File: src/rtl/mmio_responder_pkg.sv
// Shared constants for the MMIO responder: register offsets inside the window and CTRL bit layout.
package mmio_responder_pkg;

  localparam logic [1:0] OFS_OUT   = 2'd0;
  localparam logic [1:0] OFS_IN    = 2'd1;
  localparam logic [1:0] OFS_TIMER = 2'd2;
  localparam logic [1:0] OFS_CTRL  = 2'd3;

  localparam int unsigned TEN = 0;
  localparam int unsigned IEN = 1;
  localparam int unsigned TF  = 7;

  function automatic logic [7:0] ctrl_word(input logic tf, input logic ien, input logic ten);
    return {tf, 5'b0, ien, ten};
  endfunction

endpackage

File: src/rtl/mmio_timer.sv
// Down-counting timer with prescaler, reload register and sticky expired flag (TF).
module mmio_timer #(
  parameter int unsigned TIMER_PRESCALE = 4
) (
  input  logic       clk,
  input  logic       rst,
  input  logic       load,
  input  logic [7:0] load_data,
  input  logic       enable,
  input  logic       clear,
  output logic [7:0] count,
  output logic       tf
);

  localparam int unsigned PW = (TIMER_PRESCALE > 1) ? $clog2(TIMER_PRESCALE) : 1;
  localparam logic [PW-1:0] PRE_MAX = PW'(TIMER_PRESCALE - 1);

  logic [PW-1:0] pre_q, pre_d;
  logic [7:0]    count_q, count_d;
  logic [7:0]    reload_q, reload_d;
  logic          tf_q, tf_d;
  logic          tick;
  logic          tf_set;

  always_comb begin
    tick     = enable && (pre_q == PRE_MAX);
    pre_d    = pre_q + 1'b1;
    count_d  = count_q;
    reload_d = reload_q;
    tf_set   = 1'b0;
    if (load || !enable || tick) begin
      pre_d = '0;
    end
    // A load overrides a coinciding tick, so it can never raise TF.
    if (load) begin
      reload_d = load_data;
      count_d  = load_data;
    end else if (tick) begin
      if (count_q == 8'd0) begin
        count_d = reload_q;
        tf_set  = 1'b1;
      end else begin
        count_d = count_q - 8'd1;
      end
    end
    tf_d = tf_q;
    if (clear) begin
      tf_d = 1'b0;
    end
    if (tf_set) begin
      tf_d = 1'b1;
    end
  end

  always_ff @(posedge clk or negedge rst) begin
    if (!rst) begin
      pre_q    <= '0;
      count_q  <= 8'd0;
      reload_q <= 8'd0;
      tf_q     <= 1'b0;
    end else begin
      pre_q    <= pre_d;
      count_q  <= count_d;
      reload_q <= reload_d;
      tf_q     <= tf_d;
    end
  end

  assign count = count_q;
  assign tf    = tf_q;

endmodule

File: src/rtl/mmio_responder.sv
// MMIO responder: OUT, synchronized IN, TIMER and CTRL registers in a 4-address window.
// Timer, prescaler, CTRL and irq exist only when MMIO_TIMER_EN is defined.
module mmio_responder
  import mmio_responder_pkg::*;
#(
  parameter logic [3:0]  BASE_ADDR      = 4'hC,
  parameter int unsigned TIMER_PRESCALE = 4
) (
  input  logic       clk,
  input  logic       rst,
  input  logic       read,
  input  logic       write,
  input  logic [3:0] addr,
  input  logic [7:0] data_in,
  output logic [7:0] data_out,
  output logic       hit,
  input  logic [7:0] port_in,
  output logic [7:0] port_out,
  output logic       irq
);

  logic [1:0] ofs;
  logic       wr_hit;
  logic       rd_hit;
  logic [7:0] rd_data;
  logic [7:0] port_out_q;
  logic [7:0] data_out_q;
  logic [7:0] sync1_q, sync2_q;

  assign hit    = (read | write) & (addr[3:2] == BASE_ADDR[3:2]);
  assign ofs    = addr[1:0];
  assign wr_hit = write & hit;
  assign rd_hit = read & hit;

`ifdef MMIO_TIMER_EN
  logic       ten_q, ien_q;
  logic [7:0] count;
  logic       tf;
  logic       ctrl_wr;

  assign ctrl_wr = wr_hit && (ofs == OFS_CTRL);

  mmio_timer #(
    .TIMER_PRESCALE(TIMER_PRESCALE)
  ) u_timer (
    .clk      (clk),
    .rst      (rst),
    .load     (wr_hit && (ofs == OFS_TIMER)),
    .load_data(data_in),
    .enable   (ten_q),
    .clear    (ctrl_wr && data_in[TF]),
    .count    (count),
    .tf       (tf)
  );

  always_ff @(posedge clk or negedge rst) begin
    if (!rst) begin
      ten_q <= 1'b0;
      ien_q <= 1'b0;
    end else if (ctrl_wr) begin
      ten_q <= data_in[TEN];
      ien_q <= data_in[IEN];
    end
  end

  assign irq = tf & ien_q;
`else
  assign irq = 1'b0;
`endif

  // Read mux sees pre-write register values, so a same-cycle read returns the old contents.
  always_comb begin
    rd_data = 8'h00;
    unique case (ofs)
      OFS_OUT:   rd_data = port_out_q;
      OFS_IN:    rd_data = sync2_q;
`ifdef MMIO_TIMER_EN
      OFS_TIMER: rd_data = count;
      OFS_CTRL:  rd_data = ctrl_word(tf, ien_q, ten_q);
`else
      OFS_TIMER: rd_data = 8'h00;
      OFS_CTRL:  rd_data = 8'h00;
`endif
      default:   rd_data = 8'h00;
    endcase
  end

  always_ff @(posedge clk or negedge rst) begin
    if (!rst) begin
      port_out_q <= 8'h00;
      data_out_q <= 8'h00;
      sync1_q    <= 8'h00;
      sync2_q    <= 8'h00;
    end else begin
      sync1_q <= port_in;
      sync2_q <= sync1_q;
      if (wr_hit && (ofs == OFS_OUT)) begin
        port_out_q <= data_in;
      end
      if (rd_hit) begin
        data_out_q <= rd_data;
      end
    end
  end

  assign port_out = port_out_q;
  assign data_out = data_out_q;

endmodule

File: config.mk
export PLATFORM = sky130hd
export DESIGN_NAME = mmio_responder
export DESIGN_NICKNAME = d
export VERILOG_FILES = /design/src/rtl/mmio_responder_pkg.sv /design/src/rtl/mmio_timer.sv /design/src/rtl/mmio_responder.sv
export SDC_FILE = /design/constraint.sdc
export NUM_CORES = 1
export LEC_CHECK = 0
export ABC_AREA = 0
export ABC_CLOCK_PERIOD_IN_PS = 1300
export CORE_ASPECT_RATIO = 0.5
export CORE_MARGIN = 1.5
export CORE_UTILIZATION = 43
export CTS_CLUSTER_SIZE = 14
export DETAILED_ROUTE_END_ITERATION = 6
export PLACE_DENSITY = 0.76
export SYNTH_ARGS = -nofsm -noshare
export SYNTH_HDL_FRONTEND = slang
export SYNTH_SLANG_ARGS = --single-unit
File: constraint.sdc
create_clock -name clk -period 1.3 [get_ports clk]
set_clock_uncertainty 0.2 [all_clocks]
set_input_delay 0.195 -clock clk [delete_from_list [all_inputs] [get_ports clk]]
set_output_delay 0.195 -clock clk [all_outputs]
set_load 0.1 [all_outputs]
==> run metrics, run 1 <==
Syn Std Cell Area approximately 1200 µm²; Static Leak ~0.84 nW; final setup violation count 0; Mapped Cells 73; CP Launch Type input pin; Final GP Congestion 0.649; design area ~1900 µm²; antenna violations before repair 0; starting density of the core 44.8%; HP Class in2async; crit-path max cell delay around 0.26 ns; power per cell area around 1800 nW/µm²; core area about 2600 µm²; CTS Root Cell clkbuf_8; MaxCap Viol Count 0; Max FO, Critical Path 2; largest net degree at the start of global routing 33; 1st-iter DRT viols 27; ant diodes 0; Yosys warnings 0; CTS Hold Bufs 0; CTS max path bufs 2; Die Y a little under 40 µm; Buf+Inv Stages, Crit Path 2; Post-DP HPWL about 1.7 mm; most common cell after layout, fill and taps aside buf_12; antenna-violating nets left 0; syn_nets 97; Die Width about 76 µm; DIE AREA just over 3000 µm²; Remaining Overflow, GRT 0; nets approximately 150; DR pass1 iterations 4; Skew-Pair Late Insertion Delay around 0.28 ns; Max Fclk ~0.8 GHz; WL/cell 14.4 µm; IO buf count 40; I/O pin count 42; num rows 13; synthesis-to-finish area growth 66.0%; commonest cells after routing, fill and taps aside 19 x buf_12, 17 x clkdlybuf4s50_1, 16 x dfrtp_2, 16 x dfrtp_1; register area share after synthesis about 70%; Tmin final between 1 and 1.5 ns; CP required about 0.90 ns; critical path class in2out; share of cells above drive strength 1 a little under half; Final period util 98.9%; number of synthesized register bits 32; count of cell types in the netlist 13; Total Neg Setup Slack 0 ns; outcome completed; post-placement cell area about 1800 µm²; Slowest cell on crit path dlygate4sd2_1; RSZ-0062 raised after global routing yes; cells along the critical path dlygate4sd2_1 > o211a_1 > buf_12; Via Count 743; vias in the first global route between 700 and 800; Vias/cell 4.61; critical path capture point type output pin; final WL approximately 2.3 mm; CTS Sinks 32; Slew Limit Fails 0; number of remaining DRC errors 0; syn avg cell area 15.8 µm²; Total Routing Usage GR 17.1%; Arr. time, crit path 0.89 ns; CTS tree done; cell family with most CP delay buffers and inverters; VDD IR-drop max roughly 1.0 mV; first-pass GRT wire length 3.55 mm; Final Hold Fails 0; Clock transition at path regs around 0.06 ns; CTS H-tree lvls 2; Inserted Clock Buffers 5
[final cells by class]
type                            count  area [µm²]
Clock buffer                        6        72.6
Clock inverter                      1        5.00
Fill cell                         156         657
Multi-Input combinational cell     37         317
Sequential cell                    32         821
Tap cell                           37        46.3
Timing Repair Buffer               48         652
[sequential cells by signal (all words and copies together), names as in the netlist]
signal    flops
data_out      8
port_out      8
sync1_q       8
sync2_q       8
[per-layer routing]
layer,vias to the layer above,track usage (%),part of all wire [%]
met4,0,8.33,1.1
met3,5,6.51,3.8
met2,14,30.6,53
met1,374,19.0,42
met5,-,0,0
li1,350,-,-
[cell families after synthesis]
group	Yosys count	synth area share, %
AO/OA/AOI/OAI	9	6.08
multiplexers	16	14.8
other	1	0.325
flip-flops	32	69.5
buffers and inverters	4	3.04
AND/OR/NAND/NOR	11	6.30
[synthesized netlist by cell type]
cell      n  area [µm²]
mux2_2    8        90.1
o31ai_1   8        60.1
mux2i_1   8        80.1
o211a_1   1        10.0
nand4_4   1        21.3
nand2_1   8        30.0
conb_1    1        3.75
buf_4     1        7.51
nand3_2   1        10.0
buf_6     2        22.5
dfrtp_1  32         801
nor2_4    1        11.3
buf_2     1        5.00
[path summary, 6_finish.rpt]
path | endpoint | start | depth (start not counted) | slack [ns]
min in group clk | sync2_q[5] | sync1_q[5] | 0 | 0.15
setup / recovery | hit | read | 3 | 0.01
hold / removal | data_out[0] | rst | 2 | 0.07
setup reg to reg | port_out[6] | port_out[6] | 2 | 0.14
max in group asynchronous | port_out[1] | rst | 2 | 0.64
hold reg to reg | sync2_q[5] | sync1_q[5] | 0 | 0.15
[timing repair]
item | CTS | global route
gates resized for setup | 8 | 1
pin swaps | 2 | 1
buffers inserted | 1 | 3
setup endpoints to repair | 14 | 8
endpoints found under the hold margin | 0 | 0
[worst reg2reg max path, delay by kind of cell, from the launching register on]
kind,cells,cell delay [ns]
buf+inv,1,0.15
flops,1,0.43
mux,1,0.26
[report_power, final]
group	internal [mW]	leakage, nW	switching [mW]
Clock	0.363	0.0410	0.324
Sequential	1.14	0.370	0.120
Combinational	0.557	0.428	0.901
Total	2.06	0.839	1.35
[per-stage QoR]
stage	cells	util [%]	power, mW	hold slack (ns)	worst slack [ns]
floorplan	73	-	2.08	-0.301	0.0225
global placement	150	70.4	2.68	0.131	-0.357
detailed placement	150	70.4	2.70	0.137	-0.406
CTS	158	73.5	3.41	0.0659	0.000550
global route	161	74.4	3.52	0.0928	-0.00316
finish	161	74.4	3.40	0.0661	0.0141
Note: power is estimated with default switching activity, not from simulation.
==> inputs of run 2 (changes only) <==
--- a/config.mk
+++ b/config.mk
@@ -10,7 +10,7 @@
 export CORE_ASPECT_RATIO = 0.5
 export CORE_MARGIN = 1.5
 export CORE_UTILIZATION = 43
-export CTS_CLUSTER_SIZE = 14
+export CTS_CLUSTER_SIZE = 30
 export DETAILED_ROUTE_END_ITERATION = 6
 export PLACE_DENSITY = 0.76
 export SYNTH_ARGS = -nofsm -noshare
==> results of run 2 <==
The final DEF is identical to that of run 1; final timing and power are the same.
==> variant (settings of run 1) <==
Build with the macro `MMIO_TIMER_EN` defined.
--- a/src/rtl/mmio_responder.sv
+++ b/src/rtl/mmio_responder.sv
@@ -1,4 +1,6 @@
 // MMIO responder: OUT, synchronized IN, TIMER and CTRL registers in a 4-address window.
 // Timer, prescaler, CTRL and irq exist only when MMIO_TIMER_EN is defined.
+`define MMIO_TIMER_EN
+
 module mmio_responder
   import mmio_responder_pkg::*;
Formal check against the unedited RTL: not equivalent (a bounded check fails within 4 cycles, from zero or initial values and one cycle with rst low).
==> variant against run 1 <==
The flow now finishes with violations (negative setup slack). Synthesized area grew 99%. Critical path depth up 4. Total power increased by 110%. Worst setup slack lost 670 ps. Worst hold slack improved by 48 ps. Routed wire length increased to 2.9 times the old value. Final area grew 100%. Count of clock-buffer cells in the layout up 1. Sequential cell count is 21 higher. Via count grew to 2.7 times the old value. Core utilization is 1.6 points higher. Critical path type is now register to register. Largest power group unchanged.
==> variant: results (changes against run 1) <==
seq_area_frac_synth_pct: 57.89  # -12 points
intPower_mw: 4.301  # +110%
crit_type: "register to register"
yosysUniqueCellTypes: 40  # +27
drt_iter0_drc: 174  # +540%
violations: "negative setup slack"
synth_nets: 226  # +130%
place.detailed.hpwl_um: 4250  # +150%
outcome: "finished, violations left"
layoutNonFillerInstCount: 376  # +130%
slowest_delay_ps: 420  # +160 ps
antenna_found_initial: 0  # unchanged
htreeDepth: 2  # unchanged
grt_max_degree: 54  # +64%
layout-drive-gt1-share_pct: 49.35  # +2.6 points
reg2reg_to: "u_timer.count[1]$_DFFE_PN0P_"
synth_area_per_cell_um2: 11.51  # -27%
whs_ps: 113.8  # +47.76 ps
vdd_drop_max_mv: 1.175  # +12%
grt_util_all_layers_pct: 22.80  # +5.7 points
grt_pass1_vias: 1967  # +150%
clk_pin_slew_ps: 90  # +30 ps
cpMaxStageDelayCell: "dfrtp_1"
r2r_cells: 7  # +5
setup_slack_ps: -653.4  # -667.5 ps
tns_ps: -7558  # -7558 ps
hold_class: "input pin to register"
p_leak_nw: 1.728  # +110%
nFillCells: 299  # +92%
setup-violations-final: 34  # +34
place.gp.congestion: 0.8889  # +37%
yosys-top-cells-area: "dfrtp_1 58%, mux2_2 6.4%, nand2_1 6.1%"
nNetsFinal: 332  # +120%
grt_pass1_wl_um: 9632  # +170%
clock_latency_ps: 310  # +30 ps
variant: cell count changes in the layout (fill, tap and decap cells not counted), sizes merged, moves of 7 or more:
cell,delta
nand2,+29
a21oi,+7
dfrtp,+21
buf,+60
nor2,+9
o21ai,+10
variant: worst max path at each step:
stage,end,slack (ps),cells after the start
2_1_floorplan,u_timer.count[5]$_DFFE_PN0P_,-570,4
3_3_place_gp,data_out[7]$_DFFE_PN0P_,-580,4
3_5_place_dp,u_timer.count[5]$_DFFE_PN0P_,-620,7
4_1_cts,u_timer.count[5]$_DFFE_PN0P_,-570,4
5_1_grt,u_timer.count[0]$_DFFE_PN0P_,-680,7
6_report,u_timer.count[1]$_DFFE_PN0P_,-650,7
variant: kinds of logic after synthesis:
family | after synthesis | share of synthesized area, %
AND/OR/NAND/NOR | 72 | 15.35
adder cells (fa/ha/maj) | 3 | 1.639
multiplexers | 22 | 11.96
AO/OA/AOI/OAI | 36 | 10.43
flip-flops | 53 | 57.89
XOR/XNOR | 1 | 0.3824
buffers and inverters | 12 | 2.348
variant: final cells by class:
class	instances	area [um^2]	area share, %
clock inverters	1	7.507	0.1965
repair buffers	107	1196	31.30
multi-input cells	134	1067	27.93
clock buffers	7	76.32	1.997
inverters	4	20.02	0.5239
well taps	70	87.58	2.292
flip-flops and latches	53	1366	35.76
variant: repair_timing:
item | 4_1_cts | 5_1_grt
hold endpoints to repair | 53 | 0
resized for setup | 41 | 27
hold buffers | 1 | 0
pin swaps | 17 | 11
setup buffers | 12 | 7
setup endpoints to repair | 55 | 44
variant: worst max-delay path, delay by kind of cell, from the launching register on:
| kind | cells | cell delay (ps) |
|---|---|---|
| DFF | 1 | 420 |
| and+or+nand+nor | 1 | 340 |
| adders and majority gates | 1 | 140 |
| AOI/OAI and AO/OA | 3 | 510 |
| buffers and inverters | 2 | 200 |
variant: power groups by stage:
stage	Clock [mW]	Combinational, mW	Sequential (mW)
2_1_floorplan	0	0.911	3.18
3_3_place_gp	0	3.11	2.34
3_5_place_dp	0	3.19	2.37
4_1_cts	0.940	3.61	2.34
5_1_grt	1.01	4.07	2.39
6_report	0.916	3.91	2.36
variant: per-layer routing:
layer  share of wire, %  vias up  track usage (%)
met2                 50       86            40.32
met3                6.0       17            5.952
met1                 41      998            27.31
met5                  0        -                0
met4                2.7        0            10.36
li1                   -      920                -
variant: per-stage QoR:
step / worst slack [ps] / cell area, um^2
after detailed placement: -615.2 / 3388
after floorplan: -571.5 / 2414
after global routing: -679.6 / 3821
final: -653.4 / 3821
after CTS: -568.0 / 3675
after global placement: -576.6 / 3388
